**config.mk**
```make
export PLATFORM = sky130hd
export DESIGN_NAME = cluster_pkt_ring_alloc
export DESIGN_NICKNAME = d
export VERILOG_FILES = /design/src/rtl/cluster_pkt_ring_alloc.sv
export SDC_FILE = /design/constraint.sdc
export NUM_CORES = 1
export LEC_CHECK = 0
export BUFFER_PORTS_ARGS = -buffer_cell sky130_fd_sc_hd__buf_2
export CORE_MARGIN = 10
export CORE_UTILIZATION = 47
export CTS_CLUSTER_SIZE = 8
export DETAILED_ROUTE_END_ITERATION = 8
export PLACE_DENSITY = 0.77
export SLEW_MARGIN = 20
export SYNTH_ARGS = -nofsm -noshare
export SYNTH_HDL_FRONTEND = slang
export SYNTH_SLANG_ARGS = --single-unit
```
**constraint.sdc**
```tcl
create_clock -name clk_i -period 9.3 [get_ports clk_i]
set_input_delay 1.86 -clock clk_i [delete_from_list [all_inputs] [get_ports clk_i]]
set_output_delay 1.86 -clock clk_i [all_outputs]
set_load 0.02 [all_outputs]
```
**src/rtl/cluster_pkt_ring_alloc.sv**
```systemverilog
// Ring-organized packet-buffer allocator: hands out slot-aligned contiguous regions and frees them in any order.
// Outputs are combinational from state and alloc_size_i; alloc/free commit at the clock edge. Upstream must hold requests until alloc_ready_o.
module cluster_pkt_ring_alloc #(
  parameter int unsigned BuffMemLength = 512,
  parameter int unsigned MemSlotSize   = 64,
  localparam int unsigned SW = $clog2(BuffMemLength) + 1,
  localparam int unsigned IW = $clog2(BuffMemLength)
) (
  input  logic          clk_i,
  input  logic          rst_ni,
  input  logic          alloc_valid_i,
  output logic          alloc_ready_o,
  input  logic [SW-1:0] alloc_size_i,
  output logic [IW-1:0] alloc_index_o,
  input  logic          free_valid_i,
  input  logic [IW-1:0] free_index_i,
  input  logic [SW-1:0] free_size_i,
  output logic [SW-1:0] free_space_o
);

  localparam int unsigned NumSlots = BuffMemLength / MemSlotSize;
  localparam int unsigned SB       = $clog2(MemSlotSize);
  localparam int unsigned HW       = IW - SB;

  logic [NumSlots-1:0] busy_q;
  logic [HW-1:0]       head_q;

  logic [SW:0]         n_slots, nf_slots;
  logic [HW-1:0]       fs, tail, start;
  logic [HW:0]         to_end, avail;
  logic                empty, found;
  logic [NumSlots-1:0] alloc_mask, free_mask;
  logic                do_alloc, do_free;

  assign n_slots  = ({1'b0, alloc_size_i} + (SW+1)'(MemSlotSize - 1)) >> SB;
  assign nf_slots = ({1'b0, free_size_i}  + (SW+1)'(MemSlotSize - 1)) >> SB;
  assign fs       = free_index_i[IW-1:SB];
  assign empty    = ~|busy_q;
  assign to_end   = (HW+1)'(NumSlots) - {1'b0, head_q};

  // Oldest live region: first busy slot at or after head, wrapping around.
  always_comb begin
    logic [HW:0] sum;
    tail  = head_q;
    found = 1'b0;
    for (int i = 0; i < NumSlots; i++) begin
      sum = {1'b0, head_q} + (HW+1)'(i);
      if (!found && busy_q[sum[HW-1:0]]) begin
        tail  = sum[HW-1:0];
        found = 1'b1;
      end
    end
  end

  always_comb begin
    avail = '0;
    start = head_q;
    if (empty) begin
      avail = (HW+1)'(NumSlots);
      start = '0;
    end else if (head_q > tail) begin
      avail = (to_end > {1'b0, tail}) ? to_end : {1'b0, tail};
      // A request too long for the run up to the end wraps to slot 0; the skipped tail slots stay free.
      start = (n_slots <= (SW+1)'(to_end)) ? head_q : '0;
    end else if (head_q < tail) begin
      avail = {1'b0, tail} - {1'b0, head_q};
    end
  end

  assign free_space_o  = {avail, {SB{1'b0}}};
  assign alloc_ready_o = n_slots <= (SW+1)'(avail);
  assign alloc_index_o = {start, {SB{1'b0}}};

  assign do_alloc = alloc_valid_i && alloc_ready_o && (n_slots != '0);
  assign do_free  = free_valid_i && (nf_slots != '0);

  always_comb begin
    for (int i = 0; i < NumSlots; i++) begin
      alloc_mask[i] = (i >= int'(start)) && (i < int'(start) + int'(n_slots));
      free_mask[i]  = (i >= int'(fs))    && (i < int'(fs) + int'(nf_slots));
    end
  end

  always_ff @(posedge clk_i) begin
    if (!rst_ni) begin
      busy_q <= '0;
      head_q <= '0;
    end else begin
      busy_q <= (busy_q | (do_alloc ? alloc_mask : '0)) & ~(do_free ? free_mask : '0);
      if (do_alloc) head_q <= start + n_slots[HW-1:0];
    end
  end

endmodule

```
==> flow_metrics.py <==
metrics = {
    "outcome": {
        "outcome": "complete, no violations",
    },
    "final_layout": {
        "final_area_um2": 2850,
        "drive_gt1_share_pct": 19.4,
        "fill_cells": 536,
        "final_nets": 416,
        "area_growth_syn_to_layout_pct": 6.65,
        "ant_diodes": 0,
        "layout.cells.non_filler": 427,
        "postLayoutCoreUtil_pct": 51.7,
    },
    "floorplanning": {
        "ioPinCount": 53,
        "start_util_pct": 48.5,
        "die_w_um": 95.4,
        "placementRows": 27,
        "fp.dieH_um": 95.4,
        "die_area_um2": 9100,
        "fp.coreArea_um2": 5510,
    },
    "clock_network": {
        "cts.sinks": 11,
        "cts_made_buffers": 3,
        "number_of_buffers_added_to_fix_hold_violations_after_cts": 0,
        "cts_htree_levels": 1,
        "cts_setup_buffers": 0,
        "cts.path.max_buffers": 2,
        "cts_resized": 0,
        "clkLatencyLatePin_ns": 0.23,
        "cts_tree": "built",
        "cts.reportedPaths.clkPinSlew_ns": 0.05,
        "cts.root.buffer_cell": "clkbuf_8",
    },
    "global_route": {
        "groute.usage.overall_pct": 15.5,
        "grt_pass1_vias": 2580,
        "antenna_found_initial": 0,
        "globalRoute.totalOverflow": 0,
        "global_route_wire_length_before_repair_um": 11900,
        "grt_max_degree": 25,
    },
    "placed_design": {
        "dpl.cell_count": 423,
        "port_buffers": 34,
        "gp_congestion": 0.875,
        "dp.final_hpwl_um": 5360,
        "dpl-instance-area_um2": 2800,
    },
    "setup_path": {
        "worst-endpoint-arrival_ns": 6.21,
        "required_ns": 7.44,
        "cp_slowest_stage_delay_ns": 0.88,
        "worstSetupPathType": "reg2out",
        "cpMaxStageDelayCell": "ha_1",
        "worst_setup_path_start_kind": "flop",
        "path_cells": "inv_2 -> ha_1 -> mux4_1 -> mux2i_1 -> o32ai_1 -> o32ai_1 -> a22oi_1 -> a32oi_2 -> inv_1 -> fa_1 -> fa_1 -> a31oi_1 -> nand2_1 -> o22a_1 -> ha_1 -> nor2b_1 -> o21a_1 -> o21a_1 -> o21ai_0 -> and2_1 -> buf_2",
        "worstSetupEndpointType": "output pin",
        "crit_path_max_fanout": 22,
    },
    "power": {
        "power-per-cell-area_nw_per_um2": 360,
        "cellLeakagePower_nw": 1.24,
        "total_power_mw": 1.03,
        "vdd_ir_drop_max_v": 0.000299,
    },
    "timing": {
        "worst_rel_slew_slack_pct": 41.9,
        "tns_setup_ns": 0,
        "worst_pin_slew_ns": 0.871,
        "final-setup-viol-count": 0,
        "timing_max_transition_violations_final": 0,
        "final.setup_skew_ns": 0.00160,
        "fmax_mhz": 124,
        "post-route-min-period_ns": 8.07,
        "hold_viol_final": 0,
        "fin_crit_sh_pct": 86.8,
        "rsz0062_at_grt": "false",
    },
    "flow_run": {
        "max_cap_violations": 0,
    },
    "drt": {
        "first_pass_iters": 4,
        "via_count": 2556,
        "route.detailed.drc": 0,
        "vias_per_cell": 5.99,
        "final_routed_wire_length_divided_by_cell_count_um": 15.8,
        "detailedRoute.firstIterationViolations": 204,
        "route.antenna.remaining_nets": 0,
        "totalWireLength_um": 6770,
    },
    "logic_synthesis": {
        "yosys_most_used_dff": "dfxtp_1",
        "number_of_standard_cells_after_synthesis": 335,
        "synth.distinct_cells": 66,
        "ys.warnings.count": 0,
        "synthesis.area_per_instance_um2": 7.97,
        "post_synth_instance_area_um2": 2670,
        "synth_seq_cells": 11,
        "synth-edff-count": 0,
        "synthArstFlopShare_pct": 0,
        "synth_seq_area_share_pct": 8.25,
    },
    "min_path": {
        "worst_hold_path_type": "reg2reg",
    },
}
worst paths after layout:
path	start	to	slack (ns)	cells after the start
min	busy_q[3]$_SDFF_PN0_	busy_q[3]$_SDFF_PN0_	0.69	2
min reg2reg	busy_q[3]$_SDFF_PN0_	busy_q[3]$_SDFF_PN0_	0.69	2
max	head_q[1]$_SDFFE_PN0P_	alloc_ready_o	1.23	21
max reg2reg	head_q[1]$_SDFFE_PN0P_	busy_q[0]$_SDFF_PN0_	2.34	23
kinds of logic (layout without fill, tap and decap cells):
| logic type | count (synthesis) | count (layout) | synth area share (%) |
|---|---|---|---|
| adder cells (fa/ha/maj) | 27 | 27 | 13.8 |
| flip-flops | 11 | 11 | 8.25 |
| multiplexers | 38 | 38 | 21.9 |
| other | 1 | 12 | 0.140 |
| AO/OA/AOI/OAI | 89 | 89 | 22.4 |
| XOR/XNOR | 11 | 11 | 3.89 |
| AND/OR/NAND/NOR | 99 | 99 | 18.8 |
| buffers and inverters | 59 | 68 | 10.8 |
worst max-delay path, delay by kind of cell (launching register included):
family | cells | cell delay (ns)
AO/OA/AOI/OAI | 9 | 1.81
flip-flops | 1 | 0.35
multiplexers | 2 | 0.92
adder cells (fa/ha/maj) | 4 | 2.08
buffers and inverters | 3 | 0.41
AND/OR/NAND/NOR | 3 | 0.41
Yosys cell counts (3+ instances only):
| library cell | number | area, um2 |
|---|---|---|
| nand4_1 | 6 | 37.5 |
| and3_1 | 5 | 31.3 |
| nand2b_1 | 5 | 31.3 |
| xnor2_1 | 8 | 70.1 |
| nor2b_1 | 7 | 43.8 |
| nand2_1 | 25 | 93.8 |
| ha_1 | 23 | 288 |
| mux2i_1 | 11 | 110 |
| o211ai_1 | 3 | 22.5 |
| clkbuf_1 | 12 | 45.0 |
| mux2_2 | 8 | 90.1 |
| a21oi_1 | 19 | 95.1 |
| nor2_1 | 25 | 93.8 |
| nand3_1 | 4 | 20.0 |
| mux2_1 | 3 | 33.8 |
| o21a_1 | 5 | 37.5 |
| o22ai_1 | 3 | 18.8 |
| buf_2 | 3 | 15.0 |
| mux4_2 | 12 | 270 |
| a31oi_1 | 13 | 81.3 |
| nor3b_1 | 4 | 30.0 |
| inv_1 | 26 | 97.6 |
| a211oi_1 | 4 | 30.0 |
| buf_4 | 13 | 97.6 |
| nor4_1 | 4 | 25.0 |
| o21ai_0 | 14 | 70.1 |
| a21o_1 | 4 | 30.0 |
| dfxtp_1 | 11 | 220 |
| fa_1 | 4 | 80.1 |
layer usage:
metal	up-vias	global-route usage, %	wire length, um
met5	-	0	0
met4	0	2.95	39
met3	8	2.67	377
met2	88	27.4	3390
met1	1198	19.3	2960
li1	1262	-	-
power breakdown:
part           switching [mW]  leakage (nW)  internal [mW]
clock network          0.0172        0.0228         0.0300
registers              0.0310        0.0902         0.0592
logic                   0.516          1.12          0.372
total                   0.564          1.24          0.462
flip-flops by register name (all words and copies together) (netlist names):
register and count:
busy_q 8, head_q 3
cells in the final DEF, fill, tap and decap left out, types with 3 or more instances in the layout:
| master | n |
|---|---|
| buf_2 | 34 |
| mux2_1 | 3 |
| ha_1 | 23 |
| dfxtp_1 | 11 |
| nor4_1 | 4 |
| mux2_2 | 8 |
| conb_1 | 12 |
| a21oi_1 | 19 |
| and3_1 | 5 |
| nand4_1 | 6 |
| nor3b_1 | 4 |
| inv_1 | 26 |
| o22ai_1 | 3 |
| o21a_1 | 5 |
| a31oi_1 | 13 |
| o211ai_1 | 3 |
| mux2i_1 | 11 |
| a21o_1 | 4 |
| nand3_1 | 4 |
| nand2b_1 | 5 |
| mux4_2 | 12 |
| nor2_1 | 25 |
| o21ai_0 | 14 |
| fa_1 | 4 |
| xnor2_1 | 8 |
| clkbuf_8 | 3 |
| nand2_1 | 25 |
| a211oi_1 | 4 |
| nor2b_1 | 7 |
metrics by stage:
step / hold WS, ns / worst slack [ns]
final: 0.691 / 1.23
after global routing: 0.729 / 0.752
after CTS: 0.690 / 1.24
after detailed placement: 0.683 / 1.51
after global placement: 0.651 / 1.61
after floorplan: 0.583 / 2.11
cell type report:
type	instances	area [um2]	area share (%)
clock buffers	4	45.0	1.58
repair buffers	36	185	6.50
multi-input cells	276	2200	77.3
well taps	72	90.1	3.16
inverters	28	105	3.69
flip-flops and latches	11	220	7.73
(Power assumes the default switching activity.)
